**src/rtl/uart_arb_pkg.sv**
```systemverilog
// Shared types and sizing helpers for the UART TX arbiter
// and its round-robin picker.
package uart_arb_pkg;

  typedef enum logic {
    IDLE   = 1'b0,
    LOCKED = 1'b1
  } arb_state_e;

  localparam int HOLD_TIMEOUT_DEF = 1023;

  // Index width; a single requester still needs one bit.
  function automatic int grant_w(input int n);
    return (n > 1) ? $clog2(n) : 1;
  endfunction

  // Idle counter width; it only ever counts up to the timeout.
  function automatic int cnt_w(input int t);
    return $clog2(t + 1);
  endfunction

endpackage

```
**src/rtl/uart_rr_picker.sv**
```systemverilog
// Combinational round-robin find-first.
// Ports: req (candidates), ptr (last winner) -> found, idx.
module uart_rr_picker #(
  parameter int N = 2,
  parameter int W = 1
) (
  input  logic [N-1:0] req,
  input  logic [W-1:0] ptr,
  output logic         found,
  output logic [W-1:0] idx
);

  function automatic int wrap(
    input logic [W-1:0] p,
    input int           k
  );
    return (int'(p) + k) % N;
  endfunction

  // Walk from the farthest slot down to ptr+1 so the
  // nearest candidate after ptr is the final assignment.
  always_comb begin
    found = 1'b0;
    idx   = '0;
    for (int k = N; k >= 1; k--) begin
      if (req[wrap(ptr, k)]) begin
        found = 1'b1;
        idx   = W'(wrap(ptr, k));
      end
    end
  end

endmodule

```
**src/rtl/uart_tx_arbiter.sv**
```systemverilog
// Message-granular round-robin share of one UART TX byte port.
// Ports: clk/resetn; req_valid/req_data/req_last/req_ready per
// requester; tx_valid/tx_data/tx_ready toward the serializer;
// grant_id, busy, timeout_pulse status.
// Build option UART_ARB_STATS_EN adds stat_clr, stat_bytes and
// stat_timeouts.
module uart_tx_arbiter
  import uart_arb_pkg::*;
#(
  parameter int NUM_REQ      = 2,
  parameter int HOLD_TIMEOUT = HOLD_TIMEOUT_DEF,
  parameter int GRANT_W      = grant_w(NUM_REQ)
) (
  input  logic                 clk,
  input  logic                 resetn,
  input  logic [NUM_REQ-1:0]   req_valid,
  input  logic [8*NUM_REQ-1:0] req_data,
  input  logic [NUM_REQ-1:0]   req_last,
  output logic [NUM_REQ-1:0]   req_ready,
  output logic                 tx_valid,
  output logic [7:0]           tx_data,
  input  logic                 tx_ready,
  output logic [GRANT_W-1:0]   grant_id,
  output logic                 busy,
  output logic                 timeout_pulse
`ifdef UART_ARB_STATS_EN
  ,
  input  logic                  stat_clr,
  output logic [32*NUM_REQ-1:0] stat_bytes,
  output logic [7:0]            stat_timeouts
`endif
);

  localparam int CNT_W = cnt_w(HOLD_TIMEOUT);
  localparam logic [CNT_W-1:0] CNT_LAST =
    CNT_W'(HOLD_TIMEOUT - 1);

  arb_state_e         state_q, state_d;
  logic [GRANT_W-1:0] grant_q, grant_d;
  logic [GRANT_W-1:0] rr_ptr_q, rr_ptr_d;
  logic [CNT_W-1:0]   cnt_q, cnt_d;
  logic               tmo_q, tmo_d;

  logic               pick_found;
  logic [GRANT_W-1:0] pick_idx;

  logic [NUM_REQ-1:0] own_sel;
  logic               own_valid;
  logic               own_last;
  logic [7:0]         own_data;
  logic               hs;
  logic               hs_last;
  logic               hs_more;
  logic               expire;
  logic               tick;

  uart_rr_picker #(
    .N (NUM_REQ),
    .W (GRANT_W)
  ) u_pick (
    .req   (req_valid),
    .ptr   (rr_ptr_q),
    .found (pick_found),
    .idx   (pick_idx)
  );

  // Owner mux; only the granted lane is ever looked at.
  always_comb begin
    own_sel   = '0;
    own_valid = 1'b0;
    own_last  = 1'b0;
    own_data  = '0;
    for (int i = 0; i < NUM_REQ; i++) begin
      if (grant_q == GRANT_W'(i)) begin
        own_sel[i] = 1'b1;
        own_valid  = req_valid[i];
        own_last   = req_last[i];
        own_data   = req_data[8*i +: 8];
      end
    end
  end

  // Idle means the owner has nothing offered; a stalled
  // serializer with a byte waiting is not idle.
  always_comb begin
    hs      = own_valid & tx_ready;
    hs_last = hs & own_last;
    hs_more = hs & ~own_last;
    expire  = ~own_valid & (cnt_q == CNT_LAST);
    tick    = ~own_valid & (cnt_q != CNT_LAST);
  end

  always_comb begin
    state_d   = state_q;
    grant_d   = grant_q;
    rr_ptr_d  = rr_ptr_q;
    cnt_d     = cnt_q;
    tmo_d     = 1'b0;
    tx_valid  = 1'b0;
    tx_data   = '0;
    req_ready = '0;
    unique case (state_q)
      IDLE: begin
        if (pick_found) begin
          grant_d = pick_idx;
          cnt_d   = '0;
          state_d = LOCKED;
        end
      end
      LOCKED: begin
        tx_valid  = own_valid;
        tx_data   = own_data;
        req_ready = own_sel & {NUM_REQ{tx_ready}};
        unique case (1'b1)
          hs_last: begin
            state_d  = IDLE;
            rr_ptr_d = grant_q;
            cnt_d    = '0;
          end
          hs_more: cnt_d = '0;
          expire: begin
            state_d  = IDLE;
            rr_ptr_d = grant_q;
            tmo_d    = 1'b1;
            cnt_d    = '0;
          end
          tick:    cnt_d = cnt_q + CNT_W'(1);
          default: cnt_d = cnt_q;
        endcase
      end
      default: state_d = IDLE;
    endcase
  end

  always_ff @(posedge clk or negedge resetn) begin
    if (!resetn) begin
      state_q  <= IDLE;
      grant_q  <= '0;
      rr_ptr_q <= GRANT_W'(NUM_REQ - 1);
      cnt_q    <= '0;
      tmo_q    <= 1'b0;
    end else begin
      state_q  <= state_d;
      grant_q  <= grant_d;
      rr_ptr_q <= rr_ptr_d;
      cnt_q    <= cnt_d;
      tmo_q    <= tmo_d;
    end
  end

  assign grant_id      = grant_q;
  assign busy          = (state_q == LOCKED);
  assign timeout_pulse = tmo_q;

`ifdef UART_ARB_STATS_EN
  logic [32*NUM_REQ-1:0] stat_bytes_q, stat_bytes_d;
  logic [7:0]            stat_timeouts_q, stat_timeouts_d;
  logic                  acc;

  always_comb begin
    acc             = (state_q == LOCKED) & hs;
    stat_bytes_d    = stat_bytes_q;
    stat_timeouts_d = stat_timeouts_q;
    for (int i = 0; i < NUM_REQ; i++) begin
      if (acc && own_sel[i]) begin
        stat_bytes_d[32*i +: 32] =
          stat_bytes_q[32*i +: 32] + 32'd1;
      end
    end
    if (tmo_d && stat_timeouts_q != 8'hFF) begin
      stat_timeouts_d = stat_timeouts_q + 8'd1;
    end
    // Clear beats a coincident increment.
    if (stat_clr) begin
      stat_bytes_d    = '0;
      stat_timeouts_d = '0;
    end
  end

  always_ff @(posedge clk or negedge resetn) begin
    if (!resetn) begin
      stat_bytes_q    <= '0;
      stat_timeouts_q <= '0;
    end else begin
      stat_bytes_q    <= stat_bytes_d;
      stat_timeouts_q <= stat_timeouts_d;
    end
  end

  assign stat_bytes    = stat_bytes_q;
  assign stat_timeouts = stat_timeouts_q;
`endif

endmodule

```
**config.mk**
```make
export PLATFORM = sky130hd
export DESIGN_NAME = uart_tx_arbiter
export DESIGN_NICKNAME = d
export VERILOG_FILES = /design/src/rtl/uart_arb_pkg.sv /design/src/rtl/uart_rr_picker.sv /design/src/rtl/uart_tx_arbiter.sv
export SDC_FILE = /design/constraint.sdc
export NUM_CORES = 1
export LEC_CHECK = 0
export ABC_AREA = 1
export ABC_CLOCK_PERIOD_IN_PS = 1900
export CAP_MARGIN = 20
export CORE_ASPECT_RATIO = 1.1
export CORE_MARGIN = 2
export CORE_UTILIZATION = 43
export DETAILED_ROUTE_END_ITERATION = 6
export HOLD_SLACK_MARGIN = 0.05
export PLACE_DENSITY = 0.8
export SYNTH_ARGS = -nofsm -noshare
export SYNTH_HDL_FRONTEND = slang
export SYNTH_SLANG_ARGS = --single-unit
```
**constraint.sdc**
```tcl
create_clock -name clk -period 1.9 [get_ports clk]
set_clock_uncertainty 0.2 [all_clocks]
set_input_delay 0.475 -clock clk [delete_from_list [all_inputs] [get_ports clk]]
set_output_delay 0.475 -clock clk [all_outputs]
set_load 0.005 [all_outputs]
```
Yosys cells after proc, flatten, opt, wreduce, memory -nomap -nowiden
Cells that the tools add are included.
- multiplexer cells: 26
- reductions and logical operators: 5
- equal/unequal tests: 4
- add/subtract/negate cells: 3
- bitwise gates (word level): 11
- magnitude comparators: 2
- operator list (kind ; number):
    10-bit case mux with 2 select lines ; 2
    1-bit 2-to-1 mux ; 19
    8-bit 2-to-1 mux ; 2
    10-bit by 1-bit adder with 10-bit output (second input constant) ; 1
    10-bit == test (second input constant) ; 1
    10-bit 2-to-1 mux ; 1
    10-bit inequality test (second input constant) ; 1
    2-bit by 3-bit < comparator with 1-bit output (second input constant) ; 2
    2-bit AND reduction ; 3
    1-bit AND ; 5
    3-bit by 2-bit inequality test with 1-bit output (second input constant) ; 1
    1-bit NOT ; 3
    3-bit OR reduction ; 1
    1-bit adder (second input constant) ; 2
    1-bit AND (first input constant) ; 2
    2-bit AND ; 1
    2-bit 2-to-1 mux ; 1
    2-bit inequality test (second input constant) ; 1
    1-bit case mux with 2 select lines ; 1
    2-bit OR reduction ; 1
- register bits after elaboration: 14
- output and inout bits: 14
- logic and storage cells: 56
- input port bits: 23

Depth between registers and ports, before layout
Gate-level depths: netlist of run 1.
- word-level depth: 9
- depth in mapped cells: 9
- depth with buffers taken out: 9

Hierarchy
From an unflattened synthesis of run 1, not the netlist that was laid out.
- cell total of the unflattened synthesis: 157
- area, all modules: 1048.5 um^2
- by module, submodules not included (module ; area each (um^2) ; cells each ; times used):
    uart_tx_arbiter ; 1033.5 ; 154 ; 1
    uart_rr_picker ; 15.0 ; 3 ; 1

Least setup slack after synthesis of run 1
No wires, ideal clock.
- path kind: reg2out
- start point: register grant_q (netlist: grant_id)
- end point: output port tx_data[0]
- stages on the path, launching flop included: 5
- data required time: 1.225 ns
- arrival time: 0.955 ns
- slack: 0.270 ns
- path buffers: 1
- cells stage by stage: dfrtp_1 -> inv_2 -> clkbuf_1 -> nand2_1 -> a21oi_1
- cells in the longest elaborated chain, start to end: 2
- RTL lines (what ; line ; RTL):
    start, declared ; uart_tx_arbiter.sv:39 ; logic [GRANT_W-1:0] grant_q, grant_d;
    start signal, assigned ; uart_tx_arbiter.sv:144 ; grant_q <= grant_d;
    8-bit 2-to-1 mux ; uart_tx_arbiter.sv:74 ; if (grant_q == GRANT_W'(i)) begin
    8-bit 2-to-1 mux ; uart_tx_arbiter.sv:102 ; unique case (state_q)
    end, declared ; uart_tx_arbiter.sv:21 ; output logic [7:0] tx_data,
Every way passes these cells.

Final worst setup path of run 1
- start point: input port req_data[8]
- end point: output port tx_data[0]
- cells in the longest elaborated chain, start to end: 2
- RTL lines (what ; line ; RTL):
    start, declared ; uart_tx_arbiter.sv:17 ; input logic [8*NUM_REQ-1:0] req_data,
    8-bit 2-to-1 mux ; uart_tx_arbiter.sv:74 ;
    8-bit 2-to-1 mux ; uart_tx_arbiter.sv:102 ;
Every way passes these cells.

==> run summary, run 1 <==
part of the total power dissipated in combinational logic -> 0.571
cts bufs inserted -> 3
placer's final routability congestion estimate -> 0.876
slack of the worst reg-to-reg path -> 220 ps
clock tree from TritonCTS -> yes
Total Wirelength -> 2920 µm
vias after detailed routing -> 1220
mux share of post-synthesis cell area -> 0
Final period util -> 0.998
area of the mapped netlist -> 1050 µm²
Post-Place Worst Slack -> -519 ps
maximum root-to-sink buffer count -> 2
switching fraction of total power -> 0.408
footprint of the multi-input gates -> 633 µm²
final worst slack -> 2.86 ps
non-filler cells, final -> 248
RSZ-0062 raised after global routing -> yes
Residual DRC -> 0
R2R depth -> 10
critical path endpoint category -> output pin
GRT Residual Overflow -> 0
final design instance area without fill -> 1600 µm²
number of routed nets with antenna violations -> 0
Peak supply drop -> 682 µV
number of placed instances, taps included -> 239
Ports -> 37
startpoint kind of the worst setup timing path -> primary input
clock insertion delay at the later pin of the skew report -> 290 ps
path class of the lowest-slack min-delay path -> primary input to async pin
synth unique cells -> 22
number of iterations in the first detailed-routing pass -> 4
count of buffers from port buffering -> 36
Clock H-tree levels -> 1
Clock Sinks -> 14
Placement Rows -> 18
number of global-route vias before repair -> 1181
Worst Max-Slew Pin Slew -> 333 ps
area taken by flip-flops and latches -> 353 µm²
CP arrival -> 1220 ps
routed vias/inst -> 4.92
global routing usage on met3 -> 0.0511
Synth Area in Simple Gates -> 0.436
number of max-capacitance violations reported -> 0
number of nets produced by synthesis -> 190
layout cell share with drive strength beyond 1 -> 0.271
combinational family with the most area after synthesis -> simple AND/OR/NAND/NOR gates
antenna violations before repair -> 0
Die Wd -> 51.1 µm
xor and xnor fraction of the mapped netlist area -> 0.00834
clock transition at the registers of the reported paths -> 80 ps
full die area -> 2850 µm²
antenna diode count -> 0
area grow syn2layout -> 52.3%
DIE HEIGHT -> 55.8 µm
post-synthesis share of cell area spent on full adders, half adders and majority gates -> 0.0238
P per Cell Area -> 946 nW/µm²
post-layout minimum cycle time -> 1900 ps
Data required, critical path -> 1220 ps
met2 Use GR -> 0.410
classification of the worst setup path -> primary input to output pin
met1 demand-to-capacity share in global routing -> 0.220
Relative slew margins -> 0.778
Power, Total -> 1.51 mW
Flop pwr share -> 0.285
effective utilization at floorplan -> 0.461
internal power component -> 0.896 mW
wire length of the first global-routing pass -> 4750 µm
average size of a mapped cell -> 6.36 µm²
drt first-iter violations -> 14
synthesized-area fraction occupied by ao, oa, aoi and oai cells -> 0.0954
P_leak -> 0.822 nW
nets -> 244
core box area -> 2270 µm²
number of buffers inserted for hold repair after clock tree synthesis -> 0
f_max -> 527 MHz
global-route usage over all layers -> 0.221
net switching power figure -> 0.617 mW
highest-utilization routing layer at the global route stage -> met2
Fin. Hold Viols -> 0
status -> finished clean
maximum number of pins on one net before global-route repair -> 15
fin. max-slew vios -> 0
library cell used as clock root buffer -> clkbuf_4
# setup viols final -> 0
filler instances -> 193
total number of yosys warnings -> 0
instance area at placement -> 1530 µm²
detailed-placement wirelength estimate -> 2270 µm
wire length per cell -> 11.8 µm
highest net fanout along the worst path -> 1
Clock Power Share -> 0.145
number of synthesized register bits -> 14
Core Util, Final -> 0.703
sequential cell area fraction in the yosys report -> 0.335
Gate Count Post-Synth -> 165
[metal layers]
layer	vias up	wire, µm
met5	-	0
met4	0	56
met3	5	219
met2	49	1500
met1	544	1140
li1	622	-
[sequential cells by signal, summed over array words and instances, names as in the netlist]
name and flops:
busy 1, grant_id 1, cnt_q 10, timeout_pulse 1, rr_ptr_q 1
[placed cells by master (no fill, tap or decap), types with 2 or more instances in the layout]
cell and instances:
nor2_4 2, nand2_4 3, nor2_2 2, nand2_1 60
buf_4 13, nand3_2 3, inv_2 2, buf_2 11
o21ai_1 3, buf_6 3, nor3_2 2, nand4_1 5
a21oi_1 7, a21oi_2 3, dfrtp_1 12, inv_1 16
nand2_2 4, o21ai_0 7, clkbuf_4 3, inv_4 2
dlymetal6s2s_1 3, ha_1 2, nand3_1 7, dlygate4sd2_1 15
nor2_1 14, clkdlybuf4s50_1 7
[timing repair]
action | 4_1_cts | 5_1_grt
endpoints found under the setup margin | 13 | 11
buffers inserted | 3 | 1
resized for setup | 66 | 15
pin swaps | 16 | 4
gates cloned | 0 | 1
[final timing paths]
| path | startpoint | end |
|---|---|---|
| min in group clk | rr_ptr_q$_DFFE_PN1P_ | rr_ptr_q$_DFFE_PN1P_ |
| worst max register to register | grant_id$_DFFE_PN0P_ | cnt_q[0]$_DFFE_PN0P_ |
| worst max-delay path | req_data[8] | tx_data[0] |
| worst min register to register | rr_ptr_q$_DFFE_PN1P_ | rr_ptr_q$_DFFE_PN1P_ |
| worst min-delay path | resetn | cnt_q[4]$_DFFE_PN0P_ |
| max in group asynchronous | resetn | rr_ptr_q$_DFFE_PN1P_ |
[stage by stage]
step / hold slack, ps / setup TNS, ps
4_1_cts: 285 / -104
2_1_floorplan: -20.6 / 0
6_report: 277 / 0
3_3_place_gp: 279 / -4530
3_5_place_dp: 284 / -4950
5_1_grt: 312 / -325
[cells in the mapped netlist (all sizes together)]
| cell | number | area share |
|---|---|---|
| inv | 21 | 0.075 |
| xor2 | 1 | 0.0083 |
| buf | 3 | 0.019 |
| ha | 2 | 0.024 |
| nand3 | 10 | 0.062 |
| o21ai | 10 | 0.048 |
| a21oi | 10 | 0.048 |
| nand2 | 67 | 0.26 |
| dfstp | 1 | 0.025 |
| nor2 | 18 | 0.079 |
| dfrtp | 13 | 0.31 |
| nand4 | 5 | 0.030 |
| clkbuf | 2 | 0.0072 |
| nor3 | 2 | 0.0095 |
[power groups by stage]
stage	registers [mW]	clock network (mW)	logic [mW]
after floorplan	0.409	0	0.389
after global placement	0.416	0	0.838
after detailed placement	0.419	0	0.863
after CTS	0.422	0.225	0.798
after global routing	0.439	0.233	0.952
final	0.431	0.219	0.864
[critical path, stage by stage]
cell,delay [ps]
clkdlybuf4s50_1,450
nand2_1,60
a21oi_2,110
buf_2,120
[layout make-up]
type / count / share of cell area
repair inverters: 1 / 0.00313
clock buffers: 4 / 0.0227
repair buffers: 53 / 0.279
multi-input cells: 125 / 0.396
well taps: 30 / 0.0235
inverters: 21 / 0.0556
flip-flops and latches: 14 / 0.221
[kinds of logic (layout without fill, tap and decap cells)]
group | Yosys count | in the layout
buffers and inverters | 26 | 79
AO/OA/AOI/OAI | 20 | 20
adder cells (fa/ha/maj) | 2 | 2
flip-flops | 14 | 14
XOR/XNOR | 1 | 1
AND/OR/NAND/NOR | 102 | 102
No activity file was read; power rests on OpenSTA's default activity.
==> run 2: changes to the inputs <==
--- a/config.mk
+++ b/config.mk
@@ -6,13 +6,14 @@
 export NUM_CORES = 1
 export LEC_CHECK = 0
 export ABC_AREA = 1
-export ABC_CLOCK_PERIOD_IN_PS = 1900
+export ABC_CLOCK_PERIOD_IN_PS = 1800
 export CAP_MARGIN = 20
 export CORE_ASPECT_RATIO = 1.1
 export CORE_MARGIN = 2
 export CORE_UTILIZATION = 43
 export DETAILED_ROUTE_END_ITERATION = 6
 export HOLD_SLACK_MARGIN = 0.05
+export MAX_ROUTING_LAYER = met4
 export PLACE_DENSITY = 0.8
 export SYNTH_ARGS = -nofsm -noshare
 export SYNTH_HDL_FRONTEND = slang
==> constraint.sdc (replaced) <==
create_clock -name clk -period 1.8 [get_ports clk]
set_clock_uncertainty 0.2 [all_clocks]
set_input_delay 0.45 -clock clk [delete_from_list [all_inputs] [get_ports clk]]
set_output_delay 0.45 -clock clk [all_outputs]
set_load 0.005 [all_outputs]
==> run summary, run 2 (synthesis gave the netlist of run 1 again) <==
status -> complete, but fails checks
failing checks -> negative setup slack
Die Wd -> 51.1 µm
Final period util -> 1.06
highest net fanout along the worst path -> 4
instance area at placement -> 1530 µm²
DIE HEIGHT -> 55.8 µm
slack of the worst reg-to-reg path -> 180 ps
number of buffers inserted for hold repair after clock tree synthesis -> 0
Worst Max-Slew Pin Slew -> 332 ps
maximum root-to-sink buffer count -> 2
Ports -> 37
internal power component -> 0.931 mW
max FFs per register -> 10
filler instances -> 195
CP arrival -> 1270 ps
layout cell share with drive strength beyond 1 -> 0.272
Clock Sinks -> 14
full die area -> 2850 µm²
clock tree from TritonCTS -> yes
net switching power figure -> 0.638 mW
count of buffers from port buffering -> 36
Flop pwr share -> 0.290
P_leak -> 0.807 nW
area grow syn2layout -> 50.3%
switching fraction of total power -> 0.407
Total Wirelength -> 3010 µm
Placement Rows -> 18
P per Cell Area -> 995 nW/µm²
Clock Power Share -> 0.147
path class of the lowest-slack min-delay path -> primary input to async pin
CP max stage cell -> dfrtp_2
maximum number of pins on one net before global-route repair -> 15
part of the total power dissipated in combinational logic -> 0.562
f_max -> 522 MHz
final worst slack -> -117 ps
Fin. Hold Viols -> 0
most common library cell in the layout ignoring fill and taps -> nand2_1
number of global-route vias before repair -> 1229
drt first-iter violations -> 14
clock insertion delay at the later pin of the skew report -> 280 ps
register bank with the most flops -> cnt_q
Data required, critical path -> 1150 ps
global-route usage over all layers -> 0.233
clock transition at the registers of the reported paths -> 90 ps
number of routed nets with antenna violations -> 0
Largest stage delay, worst path -> 480 ps
non-filler cells, final -> 247
RSZ-0062 raised after global routing -> yes
Power, Total -> 1.57 mW
effective utilization at floorplan -> 0.461
final design instance area without fill -> 1580 µm²
aggregate negative setup slack -> -655 ps
number of iterations in the first detailed-routing pass -> 4
number of max-capacitance violations reported -> 0
Residual DRC -> 0
antenna diode count -> 0
number of placed instances, taps included -> 239
Clock H-tree levels -> 1
routed vias/inst -> 5.04
critical path endpoint category -> output pin
GRT Residual Overflow -> 0
vias after detailed routing -> 1244
Relative slew margins -> 0.778
cts bufs inserted -> 3
wire length of the first global-routing pass -> 4910 µm
fin. max-slew vios -> 0
antenna violations before repair -> 0
leading cell types in the layout, fill and taps excluded -> nand2_1 (59), inv_1 (16), nor2_1 (14)
wire length per cell -> 12.2 µm
core box area -> 2270 µm²
CP Cell Sequence -> buf_6 -> nand2_1 -> nand2_2 -> inv_2 -> nor2_4 -> buf_2
library cell used as clock root buffer -> clkbuf_4
post-layout minimum cycle time -> 1920 ps
startpoint kind of the worst setup timing path -> flip-flop
Peak supply drop -> 693 µV
detailed-placement wirelength estimate -> 2310 µm
nets -> 243
# setup viols final -> 10
placer's final routability congestion estimate -> 0.904
classification of the worst setup path -> flip-flop to output pin
run 2: critical path, delay by kind of cell (launching register included):
kind,cells,cell delay [ps]
AND/OR/NAND/NOR,3,160
flip-flops,1,480
buffers and inverters,3,360
run 2: final timing paths:
kind,endpoint,cells after the start,from
min in group clk,rr_ptr_q$_DFFE_PN1P_,2,rr_ptr_q$_DFFE_PN1P_
min reg2reg,rr_ptr_q$_DFFE_PN1P_,2,rr_ptr_q$_DFFE_PN1P_
min,cnt_q[2]$_DFFE_PN0P_,2,resetn
max in group asynchronous,rr_ptr_q$_DFFE_PN1P_,2,resetn
max,tx_valid,6,grant_id$_DFFE_PN0P_
max reg2reg,cnt_q[3]$_DFFE_PN0P_,9,grant_id$_DFFE_PN0P_
run 2: power groups by stage:
stage	registers (mW)	logic [mW]	clock network (mW)
final	0.456	0.882	0.231
after detailed placement	0.441	0.894	0
after global routing	0.465	0.977	0.251
after floorplan	0.432	0.410	0
after CTS	0.447	0.866	0.234
after global placement	0.439	0.873	0
run 2: metal layers:
| layer | vias to the layer above | track usage | part of all wire | routed length (µm) |
|---|---|---|---|---|
| met5 | - | - | 0 | 0 |
| met4 | 0 | 0.124 | 0.022 | 67 |
| met3 | 6 | 0.0376 | 0.055 | 164 |
| met2 | 51 | 0.423 | 0.51 | 1520 |
| met1 | 561 | 0.230 | 0.42 | 1250 |
| li1 | 626 | - | - | - |
run 2: through the flow:
step                 util  setup slack (ps)  hold WS (ps)
finish              0.694              -117           267
global route        0.694              -163           271
CTS                 0.684              -192           270
detailed placement  0.673              -561           301
global placement    0.673              -553           280
floorplan               -               195         -45.6
run 2: layout make-up:
class / count / area (µm²) / area share
Timing Repair inverter: 1 / 5.00 / 0.00317
Clock buffer: 4 / 36.3 / 0.0230
Inverter: 21 / 83.8 / 0.0531
Tap cell: 30 / 37.5 / 0.0238
Sequential cell: 14 / 353 / 0.224
Multi-Input combinational cell: 125 / 621 / 0.393
Timing Repair Buffer: 52 / 442 / 0.280
run 2: timing repair:
action | 4_1_cts | 5_1_grt
resized for setup | 70 | 9
endpoints found under the setup margin | 13 | 12
pin swaps | 16 | 2
setup buffers | 3 | 0
cloned | 0 | 1
==> run 3: changes to the inputs <==
--- a/config.mk
+++ b/config.mk
@@ -9,12 +9,13 @@
 export ABC_CLOCK_PERIOD_IN_PS = 1800
 export CAP_MARGIN = 20
 export CORE_ASPECT_RATIO = 1.1
-export CORE_MARGIN = 2
 export CORE_UTILIZATION = 43
 export DETAILED_ROUTE_END_ITERATION = 6
 export HOLD_SLACK_MARGIN = 0.05
 export MAX_ROUTING_LAYER = met4
 export PLACE_DENSITY = 0.8
+export SKIP_CTS_REPAIR_TIMING = 1
+export SKIP_LAST_GASP = 1
 export SYNTH_ARGS = -nofsm -noshare
 export SYNTH_HDL_FRONTEND = slang
 export SYNTH_SLANG_ARGS = --single-unit
==> run summary, run 3 (synthesis gave the netlist of run 1 again) <==
Peak supply drop -> 735 µV
classification of the worst setup path -> flip-flop to output pin
CP arrival -> 1310 ps
register bank with the most flops -> cnt_q
drt first-iter violations -> 16
maximum number of pins on one net before global-route repair -> 15
status -> complete, but fails checks
Total Wirelength -> 2900 µm
path class of the lowest-slack min-delay path -> primary input to async pin
routed vias/inst -> 5.00
core box area -> 2270 µm²
Final period util -> 1.09
filler instances -> 189
highest net fanout along the worst path -> 5
critical path endpoint category -> output pin
cts bufs inserted -> 3
detailed-placement wirelength estimate -> 2270 µm
RSZ-0062 raised after global routing -> yes
number of iterations in the first detailed-routing pass -> 4
Relative slew margins -> 0.795
antenna violations before repair -> 0
maximum root-to-sink buffer count -> 2
layout cell share with drive strength beyond 1 -> 0.281
f_max -> 509 MHz
# setup viols final -> 12
slack of the worst reg-to-reg path -> 80 ps
number of global-route vias before repair -> 1132
final worst slack -> -163 ps
Worst Max-Slew Pin Slew -> 308 ps
antenna diode count -> 0
GRT Residual Overflow -> 0
max FFs per register -> 10
P per Cell Area -> 983 nW/µm²
vias after detailed routing -> 1254
clock tree from TritonCTS -> yes
Residual DRC -> 0
Hold Slack -> 277 ps
Fin. Hold Viols -> 0
post-layout minimum cycle time -> 1960 ps
count of buffers from port buffering -> 36
Ports -> 37
DIE HEIGHT -> 53.8 µm
wire length of the first global-routing pass -> 4370 µm
wire length per cell -> 11.5 µm
global-route usage over all layers -> 0.231
number of routed nets with antenna violations -> 0
Placement Rows -> 18
fin. max-slew vios -> 0
number of max-capacitance violations reported -> 0
launching point of the worst reg2reg path -> grant_id$_DFFE_PN0P_
clock transition at the registers of the reported paths -> 80 ps
Clock Sinks -> 14
R2R depth -> 10
failing checks -> negative setup slack
startpoint of the most critical setup path -> grant_id$_DFFE_PN0P_
library cell used as clock root buffer -> clkbuf_4
clock insertion delay at the later pin of the skew report -> 280 ps
endpoint of the lowest-slack register-to-register path -> rr_ptr_q$_DFFE_PN1P_
P_leak -> 0.841 nW
leading cell types in the layout, fill and taps excluded -> nand2_1 (58), clkdlybuf4s50_1 (19), inv_1 (16), buf_4 (16), nor2_1 (14)
placer's final routability congestion estimate -> 0.878
most common library cell in the layout ignoring fill and taps -> nand2_1
full die area -> 2640 µm²
startpoint kind of the worst setup timing path -> flip-flop
Power, Total -> 1.61 mW
Worst setup endpoint -> tx_valid
Clock H-tree levels -> 1
Die Wd -> 49.1 µm
effective utilization at floorplan -> 0.461
nets -> 247
area grow syn2layout -> 55.8%
Data required, critical path -> 1150 ps
## run 3: changes by cell type in the layout (fill, tap and decap cells not counted), sizes merged
cell and delta:
buf -1, dlymetal6s2s +3, clkdlybuf4s50 +9, clkinv -2, inv +1, clkbuf +5
dlygate4sd2 -11
## run 3: how the worst min path moves through the flow
| stage | slack, ps | endpoint | startpoint | depth (start not counted) |
|---|---|---|---|---|
| finish | 280 | cnt_q[3]$_DFFE_PN0P_ | resetn | 2 |
| global route | 290 | cnt_q[4]$_DFFE_PN0P_ | resetn | 2 |
| CTS | 280 | cnt_q[3]$_DFFE_PN0P_ | resetn | 2 |
| detailed placement | 310 | rr_ptr_q$_DFFE_PN1P_ | rr_ptr_q$_DFFE_PN1P_ | 2 |
| global placement | 280 | rr_ptr_q$_DFFE_PN1P_ | rr_ptr_q$_DFFE_PN1P_ | 2 |
| floorplan | -50 | busy$_DFF_PN0_ | resetn | 0 |
## run 3: area by class of cell
type | instances | area, µm² | area share
Inverter | 21 | 81.3 | 0.0497
Multi-Input combinational cell | 125 | 623 | 0.381
Timing Repair Buffer | 57 | 505 | 0.309
Tap cell | 30 | 37.5 | 0.0230
Clock buffer | 4 | 36.3 | 0.0222
Sequential cell | 14 | 352 | 0.215
## run 3: through the flow
stage	util	cells	cell area (µm²)	setup TNS (ps)	setup slack, ps
after floorplan	-	165	1050	0	195
after global placement	0.676	240	1540	-5630	-538
after detailed placement	0.676	240	1540	-6360	-571
after CTS	0.692	244	1570	-5850	-581
after global routing	0.719	251	1640	-1750	-214
final	0.719	251	1640	-1010	-163
## run 3: routing by layer
metal,up-vias,global-route usage,part of all wire
li1,626,-,-
met1,576,0.219,0.38
met2,48,0.432,0.54
met3,4,0.0339,0.055
met4,0,0.176,0.017
met5,-,-,0
## run 3: worst max-delay path, cell delays in order (launching register included)
cell and delay [ps]:
dfrtp_1 440, buf_6 150, buf_6 110, nand2_2 50
nand2_2 60, inv_2 80, nor2_4 40, clkbuf_2 110
## run 3: where the power goes
| part | switching, mW | internal [mW] |
|---|---|---|
| sequential | 0.0640 | 0.380 |
| combinational | 0.467 | 0.473 |
| clock | 0.102 | 0.123 |
